<file path="src/rtl/hazard_ctrl.sv">
// Pipeline hazard controller: operand forwarding, load-use and memory-wait stalls,
// branch flushes, wait timeout. Optional performance counters under HAZARD_PERF_CNT_EN.
module hazard_ctrl #(
  parameter int unsigned MAX_WAIT = 15
) (
  input  logic        clock,
  input  logic        reset_n,
  input  logic [4:0]  Rs1D,
  input  logic [4:0]  Rs2D,
  input  logic [4:0]  Rs1E,
  input  logic [4:0]  Rs2E,
  input  logic [4:0]  RdE,
  input  logic [1:0]  ResultSrcE,
  input  logic        PCSrcE,
  input  logic [4:0]  RdM,
  input  logic [4:0]  RdW,
  input  logic        RegWriteM,
  input  logic        RegWriteW,
  input  logic        MemReqM,
  input  logic        mem_ready,
  output logic        EnF,
  output logic        EnD,
  output logic        EnE,
  output logic        EnM,
  output logic        FlushD,
  output logic        FlushE,
  output logic [1:0]  ForwardAE,
  output logic [1:0]  ForwardBE,
  output logic        mem_timeout,
  output logic [31:0] stall_cycles,
  output logic [31:0] flush_count
);

  typedef enum logic [0:0] {
    RUN      = 1'b0,
    MEM_WAIT = 1'b1
  } state_t;

  localparam logic [7:0] MAX_WAIT_C = 8'(MAX_WAIT);

  state_t     state_q, state_d;
  logic [7:0] wait_cnt_q, wait_cnt_d;
  logic       timeout_q, timeout_d;
  logic       wait_stall_s;
  logic       lw_stall_s;

  function automatic logic [1:0] fwd_sel(
    input logic [4:0] rs,
    input logic [4:0] rd_m,
    input logic       we_m,
    input logic [4:0] rd_w,
    input logic       we_w
  );
    logic [1:0] sel;
    if (we_m && (rd_m != 5'd0) && (rd_m == rs)) begin
      sel = 2'b10;
    end else if (we_w && (rd_w != 5'd0) && (rd_w == rs)) begin
      sel = 2'b01;
    end else begin
      sel = 2'b00;
    end
    return sel;
  endfunction

  assign wait_stall_s = MemReqM & ~mem_ready;
  assign lw_stall_s   = (ResultSrcE == 2'b01) && (RdE != 5'd0) &&
                        ((RdE == Rs1D) || (RdE == Rs2D));

  // Forwarding selects, forced to regfile while reset is held.
  always_comb begin
    ForwardAE = 2'b00;
    ForwardBE = 2'b00;
    if (reset_n) begin
      ForwardAE = fwd_sel(Rs1E, RdM, RegWriteM, RdW, RegWriteW);
      ForwardBE = fwd_sel(Rs2E, RdM, RegWriteM, RdW, RegWriteW);
    end else begin
      ForwardAE = 2'b00;
      ForwardBE = 2'b00;
    end
  end

  // Stage enables and flushes; a memory wait freezes everything, including a
  // pending branch, which then flushes naturally once the wait releases.
  always_comb begin
    EnF    = 1'b1;
    EnD    = 1'b1;
    EnE    = 1'b1;
    EnM    = 1'b1;
    FlushD = 1'b0;
    FlushE = 1'b0;
    if (!reset_n) begin
      EnF = 1'b1;
    end else if (wait_stall_s) begin
      EnF = 1'b0;
      EnD = 1'b0;
      EnE = 1'b0;
      EnM = 1'b0;
    end else begin
      if (lw_stall_s) begin
        EnF    = 1'b0;
        EnD    = 1'b0;
        FlushE = 1'b1;
      end else begin
        FlushE = 1'b0;
      end
      if (PCSrcE) begin
        FlushD = 1'b1;
        FlushE = 1'b1;
      end else begin
        FlushD = 1'b0;
      end
    end
  end

  // Wait FSM next state, saturating wait counter and sticky timeout.
  always_comb begin
    state_d    = state_q;
    wait_cnt_d = wait_cnt_q;
    timeout_d  = timeout_q;
    case (state_q)
      RUN: begin
        wait_cnt_d = 8'd0;
        if (wait_stall_s) begin
          state_d = MEM_WAIT;
        end else begin
          state_d = RUN;
        end
      end
      MEM_WAIT: begin
        if (mem_ready) begin
          state_d    = RUN;
          wait_cnt_d = 8'd0;
        end else begin
          state_d = MEM_WAIT;
          if (wait_cnt_q != 8'hFF) begin
            wait_cnt_d = wait_cnt_q + 8'd1;
          end else begin
            wait_cnt_d = wait_cnt_q;
          end
          if (wait_cnt_d >= MAX_WAIT_C) begin
            timeout_d = 1'b1;
          end else begin
            timeout_d = timeout_q;
          end
        end
      end
      default: begin
        state_d    = RUN;
        wait_cnt_d = 8'd0;
      end
    endcase
  end

  // Wait FSM state, counter and timeout flag.
  always_ff @(posedge clock or negedge reset_n) begin
    if (!reset_n) begin
      state_q    <= RUN;
      wait_cnt_q <= 8'd0;
      timeout_q  <= 1'b0;
    end else begin
      state_q    <= state_d;
      wait_cnt_q <= wait_cnt_d;
      timeout_q  <= timeout_d;
    end
  end

  assign mem_timeout = timeout_q;

`ifdef HAZARD_PERF_CNT_EN
  logic [31:0] stall_cycles_q, stall_cycles_d;
  logic [31:0] flush_count_q, flush_count_d;

  // Counter increments; both wrap modulo 2^32.
  always_comb begin
    stall_cycles_d = stall_cycles_q + {31'd0, ~EnF};
    flush_count_d  = flush_count_q + {31'd0, (FlushD | FlushE)};
  end

  // Performance counter registers.
  always_ff @(posedge clock or negedge reset_n) begin
    if (!reset_n) begin
      stall_cycles_q <= 32'd0;
      flush_count_q  <= 32'd0;
    end else begin
      stall_cycles_q <= stall_cycles_d;
      flush_count_q  <= flush_count_d;
    end
  end

  assign stall_cycles = stall_cycles_q;
  assign flush_count  = flush_count_q;
`else
  assign stall_cycles = 32'd0;
  assign flush_count  = 32'd0;
`endif

endmodule

</file>
<file path="config.mk">
export PLATFORM = sky130hd
export DESIGN_NAME = hazard_ctrl
export DESIGN_NICKNAME = d
export VERILOG_FILES = /design/src/rtl/hazard_ctrl.sv
export SDC_FILE = /design/constraint.sdc
export NUM_CORES = 1
export LEC_CHECK = 0
export ABC_AREA = 1
export CORE_MARGIN = 2
export CORE_UTILIZATION = 38
export CTS_BUF_LIST = sky130_fd_sc_hd__clkbuf_4 sky130_fd_sc_hd__clkbuf_8
export DETAILED_ROUTE_END_ITERATION = 10
export PLACE_DENSITY_LB_ADDON = 0.1
export SLEW_MARGIN = 20
export SYNTH_ARGS = -nofsm -noshare
export SYNTH_HDL_FRONTEND = slang
export SYNTH_SLANG_ARGS = --single-unit
export TNS_END_PERCENT = 1
</file>
<file path="constraint.sdc">
create_clock -name clock -period 2.7 [get_ports clock]
set_input_delay 0.27 -clock clock [delete_from_list [all_inputs] [get_ports clock]]
set_output_delay 0.27 -clock clock [all_outputs]
set_load 0.005 [all_outputs]
</file>
==> summary.md <==
| Metric | Value |
|---|---|
| Run status | finished clean |
| Final std cells w/o fill | 339 |
| Post_cts resized | 0 |
| Hold Fails Final Rpt | 0 |
| Core area | between 0.004 and 0.005 sq mm |
| Cell area power density | 247 mW/mm^2 |
| Filler instances | 427 |
| Maximum Capacitance Violations | 0 |
| Routed wire per std cell | 9.45 microns |
| Vias in the first global route | between 1000 and 1500 |
| Aggregate negative setup slack | 0 ns |
| Clock sinks | 10 |
| Reg2Reg Depth | 11 |
| Synth warn | 0 |
| Hold buffer count at cts | 0 |
| Vias per cell | 3.95 |
| Critical register-to-register path endpoint | mem_timeout$_DFFE_PN0P_ |
| Count of mapped cells out of synthesis | about 230 |
| Die Wd | ~70 microns |
| H-Tree Depth | 1 |
| Io pins | 119 |
| Pre-antenna DRT Iters | 4 |
| Pleak | around 0.00099 uW |
| Residual DRC | 0 |
| Pin count of the biggest net entering global routing | 14 |
| # rows | 23 |
| CTS tree | done |
| Worst IR Drop VDD | approximately 100 uV |
| Required time worst endpoint | 2.43 ns |
| Synth Area per Inst | roughly 6.8 sq um |
| Routed via count | 1340 |
| Crit path largest cell delay | 0.51 ns |
| Placed Cells | between 300 and 400 |
| Overflow after GRT | 0 |
| Final Cycle Share | 0.810 |
| RSZ-0062 raised after global routing | no |
| Max Slew Vio Count | 0 |
| CP endpoint kind | output port |
| Post-layout instance area | 0.00197 sq mm |
| Synth Register Bits | 10 |
| Classification of the worst setup path | in -> out |
| # Post-CTS Setup Buffers | 0 |
| Full die area | 0.00469 sq mm |
| Longest Clk Path Bufs | 2 |
| Worst r2r src | wait_cnt_q[0]$_DFF_PN0_ |
| Area growth, synth to finish | 24.9% |
| Crit-path cells | clkdlybuf4s50_1 -> xor2_1 -> nor2_1 -> nand3_1 -> nand2_1 -> nand2_1 -> a21oi_1 -> clkdlybuf4s50_1 |
| Yosys cell types | 23 |
| Initial DRC Count | 68 |
| Worst-path clk slew | ~0.040 ns |
| Post-synthesis sequential area ratio | 0.158 |
| Antenna Cells | 0 |
| First-pass GRT wire length | around 5100 microns |
| Final min period | 2.19 ns |
| Slowest-stage cell, CP | clkdlybuf4s50_1 |
| TritonCTS Buffers | 3 |
| Mapped cell area | around 0.0016 sq mm |
| Final nets | 336 |
| Synth async-reset ratio | 1.00 |
| Share of layout cells above drive strength 1 | 0.0450 |
| DP HPWL | ~2900 microns |
| R2r setup slk | 1.16 ns |
| CP top delay family | buffers and inverters |
| Final ANT Viol Nets | 0 |
| Max Fclk | 0.457 GHz |
| Most used DFF post-synth | dfrtp_1 |
| Clock skew | 0.000584 ns |
| WL final | 3200 microns |
| I/O Buffers | 54 |
| Tot Pwr | between 400 and 500 uW |
| EDFF count, synth | 0 |
| Worst Path Max Fanout | 3 |
| Clk Latency, worst-skew pair | 0.23 ns |
| Setup violators final | 0 |
| CTS Root Cell | clkbuf_8 |
| Placement Cell Area | a little under 0.002 sq mm |
| Initial antenna violation count | 0 |
| Initial core utilization | 0.395 |
| Placer congestion estimate | 0.797 |
| CP Launch Type | input pin |
| Hold WC Path Type | in -> async |
| Global Route Usage Sum | 0.143 |
| Worst endpoint data arrival time | between 1.5 and 2 ns |
| Buf/Inv on CP | 2 |
| Die Y | 68.5 microns |
==> layout make-up <==
class	count	area (sq um)	area share
multi-input combinational	201	996	0.505
timing repair buffer	55	548	0.278
sequential	10	250	0.127
inverter	20	75.1	0.0380
tap	50	62.6	0.0317
clock buffer	3	41.3	0.0209
==> logic make-up after synthesis <==
group	Yosys count	synth area share
DFF	10	0.158
and+or+nand+nor	97	0.279
other	1	0.00237
buffers and inverters	86	0.361
AOI/OAI and AO/OA	11	0.0364
adders and majority gates	1	0.00792
xor gates and xnor gates	28	0.155
==> registers in the layout, summed over array words and instances, names as in the netlist <==
register and flops:
mem_timeout 1, state_q 1, wait_cnt_q 8
==> worst max path at each step <==
stage,slack [ns],cells after the start,to,startpoint
2_1_floorplan,1.32,11,mem_timeout$_DFFE_PN0P_,wait_cnt_q[0]$_DFF_PN0_
3_3_place_gp,0.51,7,ForwardBE[0],RdW[2]
3_5_place_dp,0.50,7,ForwardBE[0],RdW[2]
4_1_cts,0.49,7,ForwardBE[0],RdW[2]
5_1_grt,0.36,8,FlushE,RdE[1]
6_report,0.51,8,FlushE,RdE[1]
==> report_power, final <==
| part | leakage [uW] | switching (uW) | internal, uW |
|---|---|---|---|
| combinational | 0.000836 | 85.3 | 97.5 |
| clock | 0.0000216 | 52.8 | 97.1 |
| sequential | 0.000132 | 2.01 | 153 |
| total | 0.000989 | 140 | 348 |
==> worst reg2reg max path, cell delays in order, from the launching register on <==
cell and delay (ns):
dfrtp_1 0.40, ha_1 0.26, nand2_2 0.11, nor2_4 0.15, nand2_4 0.10, nand2_2 0.06
nand2_1 0.06, nor2_1 0.12, nand2_1 0.07, nand2_1 0.07, nand2_1 0.04, nand2_1 0.05
==> Yosys cell counts (all sizes together), types with 2 or more instances <==
cell type   n  area share
xor2       15       0.083
nand3b      2      0.0095
a21oi       6       0.019
inv        20       0.048
nand4       3       0.012
nor2       26       0.073
nor3        5       0.016
xnor2      13       0.072
nand3      14       0.044
nand2      44        0.11
dfrtp      10        0.16
buf        66        0.31
o21ai       4       0.013
or2         2      0.0079
==> per-stage QoR <==
stage / util / worst slack [ns] / hold slack, ns
floorplan: - / 1.32 / -0.0256
CTS: 0.493 / 0.488 / 0.472
global route: 0.493 / 0.359 / 0.493
detailed placement: 0.483 / 0.504 / 0.457
global placement: 0.483 / 0.511 / 0.459
finish: 0.493 / 0.513 / 0.462
==> per-layer routing <==
metal	global-route usage	vias up	share of wire
li1	-	705	-
met1	0.153	579	0.39
met2	0.264	51	0.51
met3	0.0263	5	0.075
met4	0.0750	0	0.021
met5	0	-	0
==> placed cells by master (no fill, tap or decap) <==
cell type,netlist,routed
conb_1,1,64
clkdlybuf4s50_1,0,54
nand2_1,41,41
nor2_1,23,23
inv_1,19,19
xor2_1,15,15
nand3_1,14,14
xnor2_1,13,13
dfrtp_1,10,10
a21oi_1,6,6
nor3_1,5,5
o21ai_0,4,4
nand4_1,3,3
clkbuf_8,0,3
or2_2,2,2
nand2_2,2,2
nor2_4,2,2
nand3b_1,2,2
o21bai_1,1,1
nand2_4,1,1
nor2_2,1,1
inv_2,1,1
nor4_1,1,1
ha_1,1,1
buf_4,66,1
Note: power is estimated with default switching activity, not from simulation.
